===== src/rtl/uart_tx_fifo.sv =====
// UART transmitter fed by a FIFO. The divisor, parity and stop-bit settings are
// captured when a word is popped, so they stay fixed for the whole frame.
module uart_tx_fifo #(
    parameter int p_DATA_WIDTH = 8,
    parameter int p_FIFO_DEPTH = 16,
    parameter int p_DIV_WIDTH  = 16
) (
    input  logic                               i_clk,
    input  logic                               i_reset,
    input  logic [p_DATA_WIDTH-1:0]            iv_data,
    input  logic                               i_valid,
    output logic                               o_ready,
    input  logic [p_DIV_WIDTH-1:0]             iv_divisor,
    input  logic                               i_parity_en,
    input  logic                               i_parity_odd,
    input  logic                               i_two_stop,
    output logic                               o_tx,
    output logic                               o_busy,
    output logic                               o_frame_done,
    output logic [$clog2(p_FIFO_DEPTH+1)-1:0]  ov_level
);
    localparam int AW = $clog2(p_FIFO_DEPTH);
    localparam int LW = $clog2(p_FIFO_DEPTH + 1);
    localparam int BW = $clog2(p_DATA_WIDTH);
    localparam logic [BW-1:0] LAST_BIT   = BW'(p_DATA_WIDTH - 1);
    localparam logic [LW-1:0] FULL_LEVEL = LW'(p_FIFO_DEPTH);

    typedef enum logic [2:0] {IDLE, START, DATA, PARITY, STOP} state_t;

    state_t                  state_q, state_d;
    logic [p_DATA_WIDTH-1:0] mem [p_FIFO_DEPTH];
    logic [AW-1:0]           wr_ptr_q, rd_ptr_q;
    logic [LW-1:0]           level_q;
    logic                    push, pop, empty, bit_end, frame_done, tx;
    logic [p_DATA_WIDTH-1:0] shift_q;
    logic [BW-1:0]           bit_cnt_q;
    logic [p_DIV_WIDTH-1:0]  baud_cnt_q, div_q;
    logic                    par_en_q, par_bit_q, two_stop_q, stop_cnt_q;

    assign empty   = (level_q == '0);
    assign o_ready = (level_q != FULL_LEVEL);
    assign push    = i_valid && o_ready;
    assign bit_end = (baud_cnt_q == '0);

    // NOTE: every output of this block gets a default first, so no path leaves a latch behind.
    always_comb begin
        state_d    = state_q;
        pop        = 1'b0;
        frame_done = 1'b0;
        tx         = 1'b1;
        case (state_q)
            IDLE: begin
                if (!empty) begin
                    pop     = 1'b1;
                    state_d = START;
                end
            end
            START: begin
                tx = 1'b0;
                if (bit_end) state_d = DATA;
            end
            DATA: begin
                tx = shift_q[0];
                if (bit_end && bit_cnt_q == LAST_BIT) state_d = par_en_q ? PARITY : STOP;
            end
            PARITY: begin
                tx = par_bit_q;
                if (bit_end) state_d = STOP;
            end
            STOP: begin
                // Last stop period: chain straight into the next frame when data is waiting.
                if (bit_end && stop_cnt_q == two_stop_q) begin
                    frame_done = 1'b1;
                    if (!empty) begin
                        pop     = 1'b1;
                        state_d = START;
                    end else begin
                        state_d = IDLE;
                    end
                end
            end
            default: state_d = IDLE;
        endcase
    end

    // NOTE: sequential state uses non-blocking assignments so all registers update together.
    always_ff @(posedge i_clk) begin
        if (i_reset) state_q <= IDLE;
        else         state_q <= state_d;
    end

    // NOTE: the storage array has no reset; a flush only clears pointers and level.
    always_ff @(posedge i_clk) begin
        if (push) mem[wr_ptr_q] <= iv_data;
    end

    always_ff @(posedge i_clk) begin
        if (i_reset) begin
            wr_ptr_q   <= '0;
            rd_ptr_q   <= '0;
            level_q    <= '0;
            shift_q    <= '0;
            bit_cnt_q  <= '0;
            baud_cnt_q <= '0;
            div_q      <= '0;
            par_en_q   <= 1'b0;
            par_bit_q  <= 1'b0;
            two_stop_q <= 1'b0;
            stop_cnt_q <= 1'b0;
        end else begin
            if (push) wr_ptr_q <= wr_ptr_q + AW'(1);
            level_q <= level_q + LW'(push) - LW'(pop);
            if (pop) begin
                rd_ptr_q   <= rd_ptr_q + AW'(1);
                shift_q    <= mem[rd_ptr_q];
                div_q      <= iv_divisor;
                baud_cnt_q <= iv_divisor;
                par_en_q   <= i_parity_en;
                par_bit_q  <= (^mem[rd_ptr_q]) ^ i_parity_odd;
                two_stop_q <= i_two_stop;
                bit_cnt_q  <= '0;
                stop_cnt_q <= 1'b0;
            end else if (state_q != IDLE) begin
                if (!bit_end) begin
                    baud_cnt_q <= baud_cnt_q - p_DIV_WIDTH'(1);
                end else begin
                    baud_cnt_q <= div_q;
                    if (state_q == DATA) begin
                        shift_q   <= shift_q >> 1;
                        bit_cnt_q <= bit_cnt_q + BW'(1);
                    end
                    if (state_q == STOP) stop_cnt_q <= 1'b1;
                end
            end
        end
    end

    assign o_tx         = tx;
    assign o_busy       = (state_q != IDLE);
    assign o_frame_done = frame_done;
    assign ov_level     = level_q;

endmodule


===== config.mk =====
export PLATFORM = sky130hd
export DESIGN_NAME = uart_tx_fifo
export DESIGN_NICKNAME = d
export VERILOG_FILES = /design/src/rtl/uart_tx_fifo.sv
export SDC_FILE = /design/constraint.sdc
export NUM_CORES = 1
export LEC_CHECK = 0
export ABC_CLOCK_PERIOD_IN_PS = 5050
export CAP_MARGIN = 20
export CORE_AREA = 2 2 139 141
export DETAILED_ROUTE_END_ITERATION = 8
export DIE_AREA = 0 0 141 143
export PLACE_DENSITY = 0.68
export SLEW_MARGIN = 40
export SYNTH_ARGS = -nofsm -noshare
export SYNTH_HDL_FRONTEND = slang
export SYNTH_SLANG_ARGS = --single-unit

===== constraint.sdc =====
create_clock -name i_clk -period 5.05 [get_ports i_clk]
set_clock_uncertainty 0.2 [all_clocks]
set_input_delay 1.01 -clock i_clk [delete_from_list [all_inputs] [get_ports i_clk]]
set_output_delay 1.01 -clock i_clk [all_outputs]
set_load 0.02 [all_outputs]

==> impl_metrics.ini <==
[setup_path]
crit_type = flip-flop to primary output
crit_path_max_incr_delay_ps = 620
path_cells = inv_1, ha_1, or3b_1, or4b_4, or4b_4, nor2_1, clkdlybuf4s50_1
path_common_cell = or4b_4
worst_setup_path_start_kind = flip-flop
cp-end-kind = primary output
critical_path_peak_fanout = 6
critical_path_required_ps = 3840
crit_path_top_delay_cell = clkdlybuf4s50_1
arrival_ps = 3400

[power_and_ir_drop]
ir_drop_mv = 0.2707
power.density_nw_per_um2 = 564.8
leakage_nw = 3.244

[global_route]
grt-ovfl-total = 0
grt_use_total = 0.1646
grt_max_degree = 65
grt_pass1_vias = 4874
grt_pass1_wl_mm = 25.29
antenna_found_initial = 0

[die]
die-area_um2 = 20160
pin_count = 39
core-area_um2 = 18580
fp.dieW_um = 141
start_util = 0.4437
die_height_um = 143
rows = 50

[place]
routabilityCongestion = 0.7795
placed_area_um2 = 8853
io_buffers = 38
post-dp-hpwl_mm = 10.39

[synthesis]
async_flop_share = 0
synthFlopType = edfxtp_1
synth_area_leader_cell = edfxtp_1
avgSynthCellArea_um2 = 13.76
ys_seq_area_frac = 0.6289
netlist.area_leader.share = 0.4662
syn_inst = 599
synth-seq-cells = 195
synth_area_um2 = 8244
synth_cell_types = 48
syn_nets = 644
ys_top_cells_by_area = edfxtp_1, dfxtp_1, mux4_2
synth_edf_count = 128
yosysWarnings = 0

[layout]
num_antenna_cells = 0
final_cell_area_um2 = 9459
multiInputGateArea_um2 = 2875
area_growth_syn_to_layout_pct = 14.74
drive_gt1_frac = 0.1646
seqCellArea_um2 = 5192
nFillCells = 1527
finalNetCount = 677
final_cell_mix = edfxtp_1, nand2_1, dfxtp_1
final_common_cell = edfxtp_1

[route]
route.detailed.drc = 0
avgRoutedWirePerCell_um = 17.96
drt_wl_total_mm = 15.77
vias_per_cell = 5.498
drt_iter0_drc = 421
drt_first_pass_iters = 6
vias = 4827
postRouteAntennaNets = 0

[clock_tree]
clk_path_buf_depth = 2
htreeDepth = 4
path_clk_slew_ps = 70
cts_tree = done
numCtsBuffers = 17
cts.sinks = 195
cts_hold_buf = 0
root_buffer = clkbuf_16
cts_setup_buffers = 0
ctsResizeCount = 0
worstSkewPairLatency_ps = 440

[sta]
relSlewSlack = 0.4068
worstMarginPinSlew_ps = 886.6
rsz0062_at_grt = no
hold_viol_final = 0
fin_crit_sh = 0.9137
fin_tns_setup_ps = 0
max_freq_mhz = 216.7
min_period_ps = 4614
setup_viol = 0
slew_violations = 0

[hold_path]
hold_class = flip-flop to flip-flop

[job]
drv_cap = 0

[status]
status = complete, no violations
==> Yosys cell counts (all sizes together) (2+ instances only) <==
cell	number
a211oi	7
a21oi	27
a22oi	4
a311oi	15
a31oi	2
and3	3
buf	14
clkbuf	22
dfxtp	67
edfxtp	128
ha	14
inv	12
mux2	3
mux2i	7
mux4	36
nand2	68
nand2b	5
nand3	12
nand4	4
nor2	63
nor2b	6
nor3	12
nor4	2
o211ai	15
o21ai	4
or3	5
or3b	2
or4b	3
xnor2	8
xnor3	3
xor2	16
==> per-layer routing <==
| layer | vias to the layer above | global-route usage | share of wire | wire (um) |
|---|---|---|---|---|
| met5 | - | 0 | 0 | 0 |
| li1 | 2295 | - | - | - |
| met1 | 2413 | 0.2069 | 0.44 | 6967 |
| met3 | 13 | 0.03789 | 0.043 | 684 |
| met4 | 0 | 0.05632 | 0.0097 | 153 |
| met2 | 106 | 0.2829 | 0.51 | 7966 |
==> critical path, delay by kind of cell, from the launching register on <==
family	cells	cell delay, ps
and+or+nand+nor	4	1770
adders and majority gates	1	170
DFF	1	350
buffers and inverters	2	690
==> sequential cells by signal, indices dropped and copies added, names as in the netlist, named ones only <==
register	flops
par_en_q	1
mem	128
ov_level	5
state_q	3
shift_q	8
stop_cnt_q	1
wr_ptr_q	4
two_stop_q	1
rd_ptr_q	4
par_bit_q	1
baud_cnt_q	16
bit_cnt_q	3
div_q	16
==> metrics by stage <==
step                instances  setup slack (ps)  total power [mW]  utilization  hold WS, ps
finish                    878             436.0             5.343       0.5091        253.8
detailed placement        847             611.1             4.031       0.4765        248.7
CTS                       878             397.1             5.395       0.5081        257.9
floorplan                 599             596.2             3.589            -        235.7
global placement          847             667.7             3.970       0.4764        242.1
global route              878             300.0             5.664       0.5091        277.6
==> power by group <==
group / total [mW] / internal [mW] / switching [mW]
combinational: 1.83 / 0.888 / 0.943
sequential: 2.15 / 1.91 / 0.240
clock: 1.36 / 0.745 / 0.617
total: 5.34 / 3.54 / 1.80
==> kinds of logic (layout without fill, tap and decap cells) <==
family | Yosys count | in the layout | synth area share
compound gates | 79 | 79 | 0.07528
simple gates | 189 | 189 | 0.1034
xor+xnor | 27 | 27 | 0.03369
flops | 195 | 195 | 0.6289
fa+ha+maj | 15 | 15 | 0.02368
mux | 46 | 46 | 0.1109
buf+inv | 48 | 93 | 0.02413
==> cell type report <==
class	count	area share
flip-flops and latches	195	0.5489
clock inverters	13	0.01680
inverters	12	0.004762
clock buffers	18	0.04537
repair buffers	50	0.04921
multi-input cells	356	0.3040
well taps	234	0.03095
==> worst paths after layout <==
kind	start	to	slack, ps	depth (start not counted)
worst max-delay path	baud_cnt_q[0]	o_frame_done	440	7
worst min-delay path	div_q[3]	div_q[3]	250	2
worst max register to register	baud_cnt_q[0]	ov_level[4]	590	15
worst min register to register	div_q[3]	div_q[3]	250	2
Power figures use the tool's default switching activity.
